$ cat src/rtl/ahb_master_if.sv
// AHB-Lite burst master: turns a command (read/write, address, length)
// into pipelined NONSEQ/SEQ beats with wait-state, BUSY and ERROR handling.
module ahb_master_if (
    input  logic        HCLK,
    input  logic        HRESET,
    input  logic        cmd_valid,
    output logic        cmd_ready,
    input  logic        cmd_write,
    input  logic [31:0] cmd_addr,
    input  logic [3:0]  cmd_len,
    input  logic        wr_valid,
    output logic        wr_ready,
    input  logic [31:0] wr_data,
    output logic        rd_valid,
    output logic [31:0] rd_data,
    output logic        done,
    output logic        done_err,
    output logic [31:0] HADDR,
    output logic [1:0]  HTRANS,
    output logic        HWRITE,
    output logic [2:0]  HSIZE,
    output logic [2:0]  HBURST,
    output logic [31:0] HWDATA,
    input  logic        HREADY,
    input  logic [1:0]  HRESP,
    input  logic [31:0] HRDATA
);
    localparam logic [1:0] S_IDLE = 2'd0;
    localparam logic [1:0] S_ADDR = 2'd1;
    localparam logic [1:0] S_DATA = 2'd2;
    localparam logic [1:0] S_ERR1 = 2'd3;

    localparam logic [1:0] T_IDLE   = 2'b00;
    localparam logic [1:0] T_BUSY   = 2'b01;
    localparam logic [1:0] T_NONSEQ = 2'b10;
    localparam logic [1:0] T_SEQ    = 2'b11;

    localparam logic [1:0] R_OKAY  = 2'b00;
    localparam logic [1:0] R_ERROR = 2'b01;

    logic [1:0]  state_q, state_d;
    logic        write_q, write_d;
    logic [31:0] addr_q, addr_d;
    logic [2:0]  burst_q, burst_d;
    logic [31:0] wdata_q, wdata_d;
    logic [4:0]  left_q, left_d;
    logic        first_q, first_d;
    logic        nonseq_q, nonseq_d;
    logic        dp_q, dp_d;
    logic        rd_valid_q, rd_valid_d;
    logic [31:0] rd_data_q, rd_data_d;
    logic        done_q, done_d;
    logic        done_err_q, done_err_d;

    logic        wr_ok;
    logic        addr_go;
    logic        err_hit;
    logic        dp_ok;
    logic [31:0] addr_nxt;
    logic [1:0]  htrans;

    // Write beats only go on the bus once data is offered; wr_valid is
    // expected to stay high until the beat is taken.
    assign wr_ok    = !write_q || wr_valid;
    assign addr_go  = (state_q == S_ADDR) && HREADY && wr_ok;
    assign err_hit  = dp_q && !HREADY && (HRESP == R_ERROR);
    assign dp_ok    = dp_q && HREADY && (HRESP == R_OKAY);
    assign addr_nxt = addr_q + 32'd4;

    assign cmd_ready = (state_q == S_IDLE) && !done_q;
    assign wr_ready  = addr_go && write_q;
    assign rd_valid  = rd_valid_q;
    assign rd_data   = rd_data_q;
    assign done      = done_q;
    assign done_err  = done_err_q;
    assign HADDR     = addr_q;
    assign HTRANS    = htrans;
    assign HWRITE    = write_q;
    assign HSIZE     = 3'b010;
    assign HBURST    = burst_q;
    assign HWDATA    = wdata_q;

    // Transfer type: stalled write beats show IDLE (first) or BUSY (later).
    always_comb begin
        htrans = T_IDLE;
        if (state_q == S_ADDR) begin
            if (!wr_ok) htrans = first_q ? T_IDLE : T_BUSY;
            else        htrans = nonseq_q ? T_NONSEQ : T_SEQ;
        end
    end

    // Next-state logic for the beat sequencer and its pipeline.
    always_comb begin
        state_d    = state_q;
        write_d    = write_q;
        addr_d     = addr_q;
        burst_d    = burst_q;
        wdata_d    = wdata_q;
        left_d     = left_q;
        first_d    = first_q;
        nonseq_d   = nonseq_q;
        dp_d       = dp_q;
        rd_valid_d = 1'b0;
        rd_data_d  = rd_data_q;
        done_d     = 1'b0;
        done_err_d = 1'b0;
        unique case (state_q)
            S_IDLE: begin
                if (cmd_valid && cmd_ready) begin
                    write_d  = cmd_write;
                    addr_d   = cmd_addr & ~32'h3;
                    left_d   = {1'b0, cmd_len} + 5'd1;
                    burst_d  = (cmd_len == 4'd0) ? 3'b000 : 3'b001;
                    first_d  = 1'b1;
                    nonseq_d = 1'b1;
                    state_d  = S_ADDR;
                end
            end
            S_ADDR: begin
                rd_valid_d = dp_ok && !write_q;
                if (err_hit) begin
                    state_d = S_ERR1;
                end else if (HREADY) begin
                    dp_d = addr_go;
                    if (addr_go) begin
                        if (write_q) wdata_d = wr_data;
                        left_d = left_q - 5'd1;
                        if (left_q == 5'd1) begin
                            state_d = S_DATA;
                        end else begin
                            addr_d   = addr_nxt;
                            first_d  = 1'b0;
                            nonseq_d = (addr_nxt[9:0] == 10'd0);
                        end
                    end
                end
            end
            S_DATA: begin
                rd_valid_d = dp_ok && !write_q;
                if (err_hit) begin
                    state_d = S_ERR1;
                end else if (dp_q && HREADY) begin
                    dp_d       = 1'b0;
                    done_d     = 1'b1;
                    done_err_d = (HRESP == R_ERROR);
                    state_d    = S_IDLE;
                end
            end
            S_ERR1: begin
                if (HREADY) begin
                    dp_d       = 1'b0;
                    done_d     = 1'b1;
                    done_err_d = 1'b1;
                    state_d    = S_IDLE;
                end
            end
        endcase
        if (rd_valid_d) rd_data_d = HRDATA;
    end

    // State registers; reset aborts any burst without a done pulse.
    always_ff @(posedge HCLK or posedge HRESET) begin
        if (HRESET) begin
            state_q    <= S_IDLE;
            write_q    <= 1'b0;
            addr_q     <= 32'd0;
            burst_q    <= 3'b000;
            wdata_q    <= 32'd0;
            left_q     <= 5'd0;
            first_q    <= 1'b0;
            nonseq_q   <= 1'b0;
            dp_q       <= 1'b0;
            rd_valid_q <= 1'b0;
            rd_data_q  <= 32'd0;
            done_q     <= 1'b0;
            done_err_q <= 1'b0;
        end else begin
            state_q    <= state_d;
            write_q    <= write_d;
            addr_q     <= addr_d;
            burst_q    <= burst_d;
            wdata_q    <= wdata_d;
            left_q     <= left_d;
            first_q    <= first_d;
            nonseq_q   <= nonseq_d;
            dp_q       <= dp_d;
            rd_valid_q <= rd_valid_d;
            rd_data_q  <= rd_data_d;
            done_q     <= done_d;
            done_err_q <= done_err_d;
        end
    end
endmodule

$ cat config.mk
export PLATFORM = sky130hd
export DESIGN_NAME = ahb_master_if
export DESIGN_NICKNAME = d
export VERILOG_FILES = /design/src/rtl/ahb_master_if.sv
export SDC_FILE = /design/constraint.sdc
export NUM_CORES = 1
export LEC_CHECK = 0
export CAP_MARGIN = 20
export CORE_ASPECT_RATIO = 0.6
export CORE_MARGIN = 4
export CORE_UTILIZATION = 44
export CTS_CLUSTER_DIAMETER = 120
export DETAILED_ROUTE_END_ITERATION = 8
export GPL_ROUTABILITY_DRIVEN = 1
export PLACE_DENSITY = 0.81
export SLEW_MARGIN = 20
export SYNTH_ARGS = -nofsm -noshare
export SYNTH_HDL_FRONTEND = slang
export SYNTH_SLANG_ARGS = --single-unit
export TNS_END_PERCENT = 20
$ cat constraint.sdc
create_clock -name HCLK -period 4.5 [get_ports HCLK]
set_clock_uncertainty 0.15 [all_clocks]
set_input_delay 0.9 -clock HCLK [delete_from_list [all_inputs] [get_ports HCLK]]
set_output_delay 0.9 -clock HCLK [all_outputs]
set_load 0.01 [all_outputs]
# Yosys cells after proc, flatten, opt, wreduce, memory -nomap -nowiden
# Index checks and enable logic that the tools add are counted.
[classes]
n_addsub = 3
n_eq_ne = 17
muxes = 50
bitwise = 1
reduce_logical = 27
[op_table]
columns = ["cell", "n"]
rows = [
  ["two-way mux 32 bit", 5],
  ["one-hot mux 32 bit (2 select lines)", 1],
  ["adder 32 x 3 -> 32 bit, second input constant", 1],
  ["two-way mux 1 bit", 23],
  ["two-way mux 2 bit", 10],
  ["two-way mux 5 bit", 4],
  ["AND reduction 6 bit", 3],
  ["inequality test 2 bit, second input constant", 7],
  ["logical AND 1 bit", 10],
  ["logical NOT 10 bit", 1],
  ["one-hot mux 5 bit (2 select lines)", 1],
  ["AND reduction 5 bit", 2],
  ["inequality test 3 bit, second input constant", 3],
  ["one-hot mux 1 bit (2 select lines)", 4],
  ["one-hot mux 2 bit (4 select lines)", 1],
  ["adder 4 x 1 -> 5 bit, second input constant", 1],
  ["== test 5 x 1 -> 1 bit, second input constant", 1],
  ["subtractor 5 x 1 -> 5 bit, second input constant", 1],
  ["== test 2 x 1 -> 1 bit, second input constant", 2],
  ["== test 2 bit, second input constant", 2],
  ["logical NOT 2 bit", 2],
  ["logical NOT 4 bit", 1],
  ["logical NOT 1 bit", 3],
  ["inequality test 3 x 2 -> 1 bit, second input constant", 1],
  ["8 further kinds", 8],
]
[totals]
ff_bits = 113
in_bits = 108
output_inout_bits = 110
word_cells = 111

# Longest topological paths before layout
[depth]
ltp_word = 7
depth_mapped = 10
mapped_depth_nobuf = 7

# Worst setup path after synthesis
# OpenSTA, ideal clock, no wires.
[synth_timing]
path_kind = "input-to-output"
start = "input wr_valid"
end = "output wr_ready"
t_arrival_ps = 1568
required_time_ps = 3450
slack_ps = 1882
path_stages = 3
n_path_buf = 1
path_cell_list = "nand4_1 > inv_1 > buf_1"
[synth_via]
elab_chain_len = 3
[synth_lines]
columns = ["item", "line", "source"]
rows = [
  ["from (decl)", "11", "input logic wr_valid,"],
  ["logical OR 1 bit", "64", "assign wr_ok = !write_q || wr_valid;"],
  ["logical AND 1 bit", "65", "assign addr_go = (state_q == S_ADDR) && HREADY && wr_ok;"],
  ["logical AND 1 bit", "71", "assign wr_ready = addr_go && write_q;"],
  ["to (decl)", "12", "output logic wr_ready,"],
]
# No other way between the ends.

# Worst setup path in the final report
[layout_timing]
start = "input wr_valid"
end = "output HTRANS[0]"
[layout_via]
elab_chain_len = 3
[layout_lines]
columns = ["item", "line", "source"]
rows = [
  ["logical OR 1 bit", "64", ""],
  ["two-way mux 2 bit", "87", "if (!wr_ok) htrans = first_q ? T_IDLE : T_BUSY;"],
  ["two-way mux 2 bit", "86", "if (state_q == S_ADDR) begin"],
  ["to (decl)", "19", "output logic [1:0] HTRANS,"],
]
# No other way between the ends.

==> results.yml <==
outcome:
  outcome: "finished clean"
floorplan:
  die_area_sq_mm: 0.01424
  coreArea_sq_mm: 0.01206
  ioPinCount: 218
  die_x_um: 151.4
  fp-row-count: 31
  initial_utilization_pct: 45.03
  die_height_um: 94.06
sta:
  setup_viol: 0
  hold_violations: 0
  finalSetupTns_ps: 0
  timing.hold.ws_ps: 325.6
  fmax_mhz: 270.3
  worst_slew_pin_slew_ps: 980.1
  finalMaxSlewViolations: 0
  fin_ws_ps: 800.9
  slew_headroom_pct: 34.59
  rsz0062_at_grt: "false"
  timing.final.crit_share_pct: 82.20
  min_period_ps: 3699
drt:
  antenna_left: 0
  vias: 5293
  dr.pass1.iters: 5
  drtIter0Drc: 373
  routed_wl_um: 16340
  wl_per_cell_um: 16.32
  drc: 0
  vias_per_cell: 5.288
place:
  io_buffers: 208
  gp_congestion: 0.8457
  dp_hpwl_um: 12290
  pre_cts_ws_ps: 831.0
worst_setup_path:
  critPathKind: "in -> out"
  setup.worst_path.end_class: "output port"
  cp_cell_sequence: "clkdlybuf4s50_1 > and2b_1 > nor2b_1 > a211oi_1 > clkdlybuf4s50_1"
  cp_max_fo: 5
  cp-start-kind: "primary input"
  cp_data_required_time_ps: 3450
  cp_slowest_stage_delay_ps: 610
  path_buf_inv: 2
  cp.arrival_ps: 2650
  critical_path.top_delay_family: "buffers and inverters"
  slowest_stage: "clkdlybuf4s50_1"
  critical_path.most_common_cell: "clkdlybuf4s50_1"
global_route:
  grt_pass1_vias: 5077
  grt_busiest_layer: "met2"
  grt_overflow: 0
  use_met3_pct: 7.715
  track_usage_pct: 22.63
  grt.met2_usage_pct: 36.65
  use_met1_pct: 30.03
  grt_pass1_wl_um: 25620
  grt_max_degree: 79
  antenna_found_initial: 1
synth:
  synthArstFlopShare_pct: 100.0
  yosysTopAreaCellShare_pct: 50.22
  synth_area_sq_mm: 0.005431
  netlist_top_cells_area: "dfrtp_1 50%, nand2_1 16%, a2bb2oi_1 3.1%"
  synth_edf_count: 0
  yosysTopAreaCell: "dfrtp_1"
  seq_area_frac_synth_pct: 50.22
  synthCells: 638
  synth_warnings: 0
  synth-main-ff-cell: "dfrtp_1"
  syn_area_per_cell_sq_um: 8.513
  netlist-cell-type-count: 56
  synth-seq-cells: 109
finish:
  register_area_sq_mm: 0.002728
  area_delta_synth_final_pct: 45.89
  fin_nets: 950
  multi_input_area_sq_mm: 0.002469
  diodes: 0
  fillers: 970
  post-route-util_pct: 65.69
  drive_above_1_share_pct: 5.263
clock_network:
  cts-root-buf: "clkbuf_16"
  cts_buffers: 9
  cts.sinks: 109
  cts_buffer_depth: 2
  cts_tree: "done"
  clk_pin_slew_ps: 80
  cts_hold_buffers: 0
  clock_latency_ps: 340
  cts-resized-gates: 0
  htree_num_levels: 3
  cts_setup_buffers: 0
power_and_ir_drop:
  pwr_density_cell_mw_per_mm2: 681.1
  vdd_drop_max_mv: 0.3199
  power_leakage_uw: 0.003566
flow_run:
  drv_cap: 0
worst_hold_path:
  hold_path_class: "reg -> reg"
## cell usage in the layout, fill, tap and decap left out, types with 10 or more instances in the layout
cell type	instances
a21oi_1	29
a2bb2oi_1	19
buf_4	11
clkdlybuf4s50_1	208
dfrtp_1	109
inv_1	18
nand2_1	236
nand3_1	19
nor2_1	28
nor3_1	10
o21ai_0	23
o22ai_1	13
## sequential cells by signal, indices dropped and copies added, names as in the netlist
name,count
nonseq_q,1
left_q,5
rd_data,32
first_q,1
done,1
HWDATA,32
HADDR,30
dp_q,1
state_q,2
rd_valid,1
done_err,1
HBURST,1
HWRITE,1
## per-stage QoR
stage / total power [uW] / cells / instance area, sq um
after floorplan: 3264 / 643 / 5450
after global placement: 4532 / 986 / 7641
after detailed placement: 4657 / 986 / 7641
after CTS: 5437 / 1001 / 7924
after global routing: 5808 / 1001 / 7924
final: 5397 / 1001 / 7924
## cells by family after synthesis
| logic type | count (synthesis) | share of synthesized area [%] |
|---|---|---|
| buffers and inverters | 60 | 4.791 |
| multiplexers | 3 | 0.5759 |
| XOR/XNOR | 2 | 0.3226 |
| AND/OR/NAND/NOR | 339 | 28.01 |
| flip-flops | 109 | 50.22 |
| other | 2 | 0.1383 |
| adder cells (fa/ha/maj) | 10 | 2.304 |
| AO/OA/AOI/OAI | 113 | 13.64 |
## cells in the mapped netlist (4+ instances only)
| cell | instances |
|---|---|
| nand2_1 | 236 |
| a21oi_1 | 29 |
| dfrtp_1 | 109 |
| a31oi_1 | 4 |
| nand4_2 | 4 |
| clkbuf_1 | 23 |
| a2bb2oi_1 | 19 |
| buf_2 | 7 |
| buf_1 | 4 |
| buf_4 | 7 |
| inv_1 | 19 |
| nor3_1 | 10 |
| nand3_1 | 19 |
| o21ai_0 | 24 |
| nor2_1 | 28 |
| nor2b_1 | 4 |
| o22ai_1 | 13 |
| ha_1 | 10 |
| nand4_1 | 9 |
## worst paths after layout
check,to,start,slack [ps],cells after the start
max,HTRANS[0],wr_valid,800,5
min,HWDATA[18]$_DFFE_PP0P_,HWDATA[18]$_DFFE_PP0P_,330,2
max reg2reg,HADDR[26]$_DFFE_PP0P_,state_q[1]$_DFFE_PP0P_,1440,9
min reg2reg,HWDATA[18]$_DFFE_PP0P_,HWDATA[18]$_DFFE_PP0P_,330,2
max in group asynchronous,HWDATA[25]$_DFFE_PP0P_,HRESET,2630,3
min in group asynchronous,rd_data[13]$_DFFE_PP0P_,HRESET,820,2
## layer usage
| layer | wire, um | part of all wire [%] | vias up |
|---|---|---|---|
| met3 | 1753 | 11 | 22 |
| met1 | 6914 | 42 | 2506 |
| met4 | 140 | 0.86 | 2 |
| met5 | 13 | 0.080 | - |
| met2 | 7515 | 46 | 229 |
| li1 | - | - | 2534 |
## tightest hold or removal path, cell delays in order (launching register included)
cell	delay (ps)
dfrtp_1	340
nand2_1	50
nand2_1	60
## where the power goes
part	internal (uW)	total, uW	switching (uW)
registers	1460	1910	455
clock network	396	758	361
logic	1410	2730	1320
## area by class of cell
class | count | area share (%)
clock inverters | 5 | 0.5527
well taps | 165 | 2.605
repair buffers | 219 | 27.32
inverters | 19 | 0.9316
flip-flops and latches | 109 | 34.42
clock buffers | 10 | 3.016
multi-input cells | 474 | 31.15
(Power assumes the default switching activity.)
